## src/rtl/mul_pipeline_unit_pkg.sv

```systemverilog
// Shared types and constants for the pipelined multiply execution unit.
package mul_pipeline_unit_pkg;

  // Per-op decode bits issued alongside the operands.
  typedef struct packed {
    logic is_signed;
    logic high;
    logic oe;
    logic rc;
  } mul_pipe_ctrl_t;

  // Bit positions inside the XER word.
  localparam int XER_SO_BIT = 0;
  localparam int XER_OV_BIT = 1;

endpackage

```

## src/rtl/mul_pipeline_unit_stage.sv

```systemverilog
// One pipeline slot: a valid bit plus an opaque payload.
// The valid bit is cleared by rst or flush; the payload is loaded whenever
// the slot advances and is never reset (downstream gates it with valid).
module mul_pipe_stage #(
  parameter type payload_t = logic
) (
  input  logic     clk,
  input  logic     rst,
  input  logic     flush,
  input  logic     i_adv,
  input  logic     i_vld,
  input  payload_t i_pl,
  output logic     o_vld,
  output payload_t o_pl
);

  logic     r_vld;
  payload_t r_pl;

  // Valid bit: killed by reset/flush, otherwise takes upstream valid on advance.
  always_ff @(posedge clk) begin
    if (rst || flush) begin
      r_vld <= 1'b0;
    end else if (i_adv) begin
      r_vld <= i_vld;
    end
  end

  // Payload: captured on advance, held while stalled.
  always_ff @(posedge clk) begin
    if (i_adv) begin
      r_pl <= i_pl;
    end
  end

  assign o_vld = r_vld;
  assign o_pl  = r_pl;

endmodule

```

## src/rtl/mul_pipeline_unit.sv

```systemverilog
// Fully pipelined integer multiply unit (mullw/mulli, mulhw, mulhwu).
// The 2W-bit product is formed at the pipe entrance and carried through
// STAGES slots; result word, overflow and CR0 are derived from the product
// held in the last slot. Backpressure collapses bubbles.
module mul_pipeline_unit
  import mul_pipeline_unit_pkg::*;
#(
  parameter int RS_ID_WIDTH = 5,
  parameter int OP_WIDTH    = 32,
  parameter int STAGES      = 3
) (
  input  logic                   clk,
  input  logic                   rst,
  input  logic                   flush,
  input  logic                   input_valid,
  output logic                   input_ready,
  input  logic [RS_ID_WIDTH-1:0] rs_id_in,
  input  logic [4:0]             result_reg_addr_in,
  input  logic [OP_WIDTH-1:0]    op1,
  input  logic [OP_WIDTH-1:0]    op2,
  input  logic [OP_WIDTH-1:0]    xer_in,
  input  mul_pipe_ctrl_t         control,
  output logic                   output_valid,
  input  logic                   output_ready,
  output logic [RS_ID_WIDTH-1:0] rs_id_out,
  output logic [4:0]             result_reg_addr_out,
  output logic [OP_WIDTH-1:0]    result,
  output logic [3:0]             cr0,
  output logic                   cr0_valid,
  output logic                   xer_so,
  output logic                   xer_ov,
  output logic                   xer_valid
);

  localparam int W = OP_WIDTH;

  // is_signed is consumed at the entrance, so it is not carried.
  typedef struct packed {
    logic [RS_ID_WIDTH-1:0] rs_id;
    logic [4:0]             addr;
    logic                   high;
    logic                   oe;
    logic                   rc;
    logic                   so_in;
    logic [2*W-1:0]         prod;
  } payload_t;

  // Overflow of a low-word multiply: the top W+1 product bits must all match.
  function automatic logic calc_ov(input logic [2*W-1:0] p, input logic high);
    logic [W:0] top;
    top = p[2*W-1:W-1];
    return ~high & ~((&top) | ~(|top));
  endfunction

  // CR0 = {LT, GT, EQ, SO} from a signed compare of the result against zero.
  function automatic logic [3:0] calc_cr0(input logic [W-1:0] r, input logic so);
    return {r[W-1], ~r[W-1] & (|r), ~(|r), so};
  endfunction

  // ---- stage-0 input: operand extension and full product ----
  // Extending straight to 2W bits gives the same low 2W product bits as a
  // (W+1)x(W+1) multiply, so no product bits are discarded.
  logic signed [2*W-1:0] w_op1_ext;
  logic signed [2*W-1:0] w_op2_ext;
  logic signed [2*W-1:0] w_prod_p0;
  payload_t              w_pl_p0;
  logic                  w_xer_unused;

  assign w_op1_ext = {{W{control.is_signed & op1[W-1]}}, op1};
  assign w_op2_ext = {{W{control.is_signed & op2[W-1]}}, op2};
  assign w_prod_p0 = w_op1_ext * w_op2_ext;
  assign w_xer_unused = ^xer_in[W-1:XER_SO_BIT+1];

  assign w_pl_p0.rs_id = rs_id_in;
  assign w_pl_p0.addr  = result_reg_addr_in;
  assign w_pl_p0.high  = control.high;
  assign w_pl_p0.oe    = control.oe;
  assign w_pl_p0.rc    = control.rc;
  assign w_pl_p0.so_in = xer_in[XER_SO_BIT];
  assign w_pl_p0.prod  = w_prod_p0;

  // ---- register stages ----
  logic     r_vld [STAGES];
  payload_t r_pl  [STAGES];
  logic     [STAGES:0] w_adv;

  // Advance chain: a slot moves if it is empty or the slot after it moves.
  always_comb begin
    w_adv         = '0;
    w_adv[STAGES] = output_ready;
    for (int i = STAGES - 1; i >= 0; i--) begin
      w_adv[i] = ~r_vld[i] | w_adv[i+1];
    end
  end

  assign input_ready = w_adv[0];

  for (genvar g = 0; g < STAGES; g++) begin : g_stage
    logic     w_vld_in;
    payload_t w_pl_in;
    if (g == 0) begin : g_first
      assign w_vld_in = input_valid;
      assign w_pl_in  = w_pl_p0;
    end else begin : g_next
      assign w_vld_in = r_vld[g-1];
      assign w_pl_in  = r_pl[g-1];
    end
    mul_pipe_stage #(
      .payload_t(payload_t)
    ) u_stage (
      .clk   (clk),
      .rst   (rst),
      .flush (flush),
      .i_adv (w_adv[g]),
      .i_vld (w_vld_in),
      .i_pl  (w_pl_in),
      .o_vld (r_vld[g]),
      .o_pl  (r_pl[g])
    );
  end

  // ---- last stage: result select and flag derivation ----
  payload_t       w_last;
  logic [W-1:0]   w_res;
  logic           w_ov;
  logic           w_so;
  logic           w_xv;
  logic [3:0]     w_cr0;

  assign w_last = r_pl[STAGES-1];
  assign w_res  = w_last.high ? w_last.prod[2*W-1:W] : w_last.prod[W-1:0];
  assign w_ov   = calc_ov(w_last.prod, w_last.high);
  assign w_xv   = w_last.oe & ~w_last.high;
  assign w_so   = w_last.so_in | w_ov;
  assign w_cr0  = calc_cr0(w_res, w_xv ? w_so : w_last.so_in);

  // Outputs read zero whenever the last slot is empty (including after reset).
  always_comb begin
    output_valid        = r_vld[STAGES-1];
    rs_id_out           = '0;
    result_reg_addr_out = '0;
    result              = '0;
    cr0                 = '0;
    cr0_valid           = 1'b0;
    xer_so              = 1'b0;
    xer_ov              = 1'b0;
    xer_valid           = 1'b0;
    if (r_vld[STAGES-1]) begin
      rs_id_out           = w_last.rs_id;
      result_reg_addr_out = w_last.addr;
      result              = w_res;
      cr0                 = w_cr0;
      cr0_valid           = w_last.rc;
      xer_so              = w_so;
      xer_ov              = w_ov;
      xer_valid           = w_xv;
    end
  end

endmodule
```

## config.mk

```make
export PLATFORM = sky130hd
export DESIGN_NAME = mul_pipeline_unit
export DESIGN_NICKNAME = d
export VERILOG_FILES = /design/src/rtl/mul_pipeline_unit_pkg.sv /design/src/rtl/mul_pipeline_unit_stage.sv /design/src/rtl/mul_pipeline_unit.sv
export SDC_FILE = /design/constraint.sdc
export NUM_CORES = 2
export LEC_CHECK = 0
export BUFFER_PORTS_ARGS = -buffer_cell sky130_fd_sc_hd__buf_2
export CORE_MARGIN = 2
export CORE_UTILIZATION = 45
export CTS_BUF_LIST = sky130_fd_sc_hd__clkbuf_16
export DETAILED_ROUTE_END_ITERATION = 7
export SYNTH_ARGS = -nofsm -noshare
export SYNTH_HDL_FRONTEND = slang
export SYNTH_SLANG_ARGS = --single-unit
```

## constraint.sdc

```tcl
create_clock -name clk -period 12.5 [get_ports clk]
set_clock_uncertainty 0.05 [all_clocks]
set_input_delay 1.875 -clock clk [delete_from_list [all_inputs] [get_ports clk]]
set_output_delay 1.875 -clock clk [all_outputs]
set_load 0.01 [all_outputs]
```

==> flow_metrics.env <==
export IMPL_worstHoldPathCells=0
export IMPL_ios=167
export IMPL_hold_start="g_stage[1].u_stage.o_pl[15]"
export IMPL_crit_arrival_ns=10.48
export IMPL_min_to="g_stage[2].u_stage.o_pl[15]"
export IMPL_ys_warn_count=0
export IMPL_syn_avg_cell_area_um2=10.1
export IMPL_layout_area_overhead_vs_synth_pct=5.42
export IMPL_postCtsSetupBuffers=0
export IMPL_hold_violations=0
export IMPL_grt_first_pass_wirelength_um=180000
export IMPL_ys_seq_area_frac=0.155
export IMPL_critPathRequiredTime_ns=12.68
export IMPL_ctsHoldBuffers=0
export IMPL_rows=116
export IMPL_drtIter0Drc=1830
export IMPL_vias_per_cell=5.10
export IMPL_synthCells=4499
export IMPL_worst_slew_pin_transition_ns=1.00
export IMPL_multi_input_area_um2=33500
export IMPL_fmax_ghz=0.0971
export IMPL_synth_edff_count=234
export IMPL_finish_utilization=0.479
export IMPL_crit_path_max_incr_delay_ns=0.55
export IMPL_hold_path_class="flop to flop"
export IMPL_clk_pin_slew_ns=0.07
export IMPL_finalWirelength_um=111000
export IMPL_clock_path_buffers=3
export IMPL_drive_above_1_share=0.0514
export IMPL_cts_root_buf="clkbuf_16"
export IMPL_die_area_um2=104000
export IMPL_dr_pass1_iters=5
export IMPL_crit_path_start="control[3]"
export IMPL_cp_start_kind="input pin"
export IMPL_critPathSlowestCell="fa_1"
export IMPL_regArea_um2=7090
export IMPL_slew_headroom=0.331
export IMPL_end_kind="flop"
export IMPL_slew_violations=0
export IMPL_finalCritPeriodShare=0.824
export IMPL_syn_area_um2=45600
export IMPL_portBuffers=135
export IMPL_status="complete, no violations"
export IMPL_postCtsResizedCells=0
export IMPL_grt_overflow_total=0
export IMPL_grt_max_degree=79
export IMPL_r2r_setup_slack_ns=9.17
export IMPL_start_util=0.455
export IMPL_tns_ns=0
export IMPL_reg2reg_depth=5
export IMPL_drv_cap=0
export IMPL_async_reset_ff_frac=0
export IMPL_ant_nets=0
export IMPL_yosys_most_used_dff="edfxtp_1"
export IMPL_rr_endpoint="g_stage[0].u_stage.o_pl[20]"
export IMPL_cp_common_cell="fa_1"
export IMPL_die_w_um=322
export IMPL_cts_tree="yes"
export IMPL_antenna_found_initial=5
export IMPL_fillCellCount=9385
export IMPL_vias=29777
export IMPL_ys_ff_latch=237
export IMPL_finalCriticalPeriod_ns=10.30
export IMPL_cp_max_fo=21
export IMPL_h_tree_depth=1
export IMPL_gp_congestion=0.855
export IMPL_dp_hpwl_um=89200
export IMPL_path_class="input pin to flop"
export IMPL_cts_buffers_inserted=24
export IMPL_setup_viol=0
export IMPL_grt_use_total=0.223
export IMPL_rsz0062_at_grt="no"
export IMPL_syn_nets=5951
export IMPL_insertion_delay_ns=0.51
export IMPL_grt_pass1_vias=32354
export IMPL_final_nets=5913
export IMPL_drc_errors=0
export IMPL_die_height_um=322
export IMPL_r2r_start="g_stage[2].u_stage.o_vld"
export IMPL_core_area_um2=100000
export IMPL_wl_per_cell_um=19.1
export IMPL_cts_sinks=237
export IMPL_ys_types=71
==> how the worst max path moves through the flow <==
stage / endpoint / cells after the start
finish: g_stage[0].u_stage.o_pl[63] / 31
global route: g_stage[0].u_stage.o_pl[63] / 31
CTS: g_stage[0].u_stage.o_pl[63] / 28
detailed placement: g_stage[0].u_stage.o_pl[63] / 28
global placement: g_stage[0].u_stage.o_pl[63] / 27
floorplan: g_stage[0].u_stage.o_pl[63] / 27
==> worst max-delay path: cells and delay by family <==
kind            cells  cell delay, ns
fa+ha+maj           9            4.20
buf+inv            10            1.88
simple gates        5            1.32
compound gates      6            1.04
xor+xnor            1            0.12
==> Yosys cell counts (3+ instances only) <==
cell | instances | area [µm²]
fa_1 | 1125 | 22500
o21bai_1 | 7 | 52.6
clkbuf_1 | 217 | 815
xor2_1 | 25 | 219
a211oi_1 | 8 | 60.1
o21ai_0 | 32 | 160
or2_2 | 9 | 56.3
o211ai_1 | 6 | 45.0
nor4_1 | 19 | 119
ha_1 | 212 | 2650
dfxtp_1 | 3 | 60.1
a31oi_1 | 4 | 25.0
nand2b_1 | 4 | 25.0
nand2_1 | 731 | 2740
nor2b_1 | 7 | 43.8
nand4_1 | 18 | 113
o21ai_1 | 7 | 35.0
o21a_1 | 6 | 45.0
a21o_1 | 17 | 128
and3_1 | 23 | 144
nor3_1 | 12 | 60.1
inv_1 | 1098 | 4120
o31ai_1 | 3 | 22.5
edfxtp_1 | 234 | 7030
mux2i_1 | 32 | 320
a21oi_2 | 4 | 35.0
a21oi_1 | 60 | 300
and2_1 | 366 | 2290
nor2_1 | 94 | 353
o211ai_2 | 3 | 37.5
nand3_1 | 14 | 70.1
xnor2_1 | 51 | 447
==> cell usage in the layout, fill, tap and decap left out, drive strengths merged, types with 6 or more instances in the layout <==
master,synthesis,layout
nand3,14,14
fa,1125,1125
xnor2,51,51
nor2b,7,7
xor2,25,25
a211oi,11,11
buf,6,159
o211ai,9,9
inv,1098,1104
or2,9,9
nand4,18,18
o21bai,8,8
clkbuf,217,24
a21oi,65,65
mux2i,32,32
nor2,95,95
nand2,731,731
a21o,18,18
edfxtp,234,234
nor4,20,20
clkinv,1,10
and2,366,366
o21ai,41,41
and3,23,23
nor3,14,14
ha,212,212
o21a,6,6
==> final cells by class <==
| class | count | share of cell area |
|---|---|---|
| well taps | 1357 | 0.0353 |
| clock buffers | 24 | 0.0125 |
| inverters | 1099 | 0.0858 |
| flip-flops and latches | 237 | 0.147 |
| repair buffers | 159 | 0.0178 |
| multi-input cells | 2940 | 0.698 |
| clock inverters | 19 | 0.00333 |
| diodes | 1 | 0.0000520 |
==> kinds of logic (layout without fill, tap and decap cells) <==
logic type / count (synthesis) / count (layout) / synth area share
adder cells (fa/ha/maj): 1337 / 1337 / 0.552
buffers and inverters: 1322 / 1301 / 0.109
AND/OR/NAND/NOR: 1311 / 1311 / 0.135
flip-flops: 237 / 237 / 0.155
AO/OA/AOI/OAI: 184 / 184 / 0.0272
XOR/XNOR: 76 / 76 / 0.0146
multiplexers: 32 / 32 / 0.00702
other: 0 / 1 / 0
==> routing by layer <==
| metal | share of wire | track usage | wire length [µm] | vias to the layer above |
|---|---|---|---|---|
| li1 | - | - | - | 13011 |
| met1 | 0.44 | 0.317 | 48600 | 15744 |
| met2 | 0.48 | 0.372 | 53500 | 904 |
| met3 | 0.069 | 0.0311 | 7670 | 112 |
| met4 | 0.013 | 0.0333 | 1490 | 6 |
| met5 | 0.00040 | 0 | 44 | - |
==> per-stage QoR <==
step	hold WS, ns	setup WS, ns	cells	instance area [µm²]
floorplan	0.350	2.63	4499	45600
global placement	0.351	1.63	5792	47300
detailed placement	0.355	1.62	5792	47300
CTS	0.362	2.13	5835	48100
global route	0.362	1.78	5835	48100
finish	0.358	2.20	5836	48100
==> flip-flops by register name (all words and copies together) (netlist names) <==
register	cells
g_stage.u_stage.o_vld	3
g_stage.u_stage.o_pl	234
Power is not shown: default switching activity piles up to over one toggle a cycle in this logic, so the estimate is an artifact.
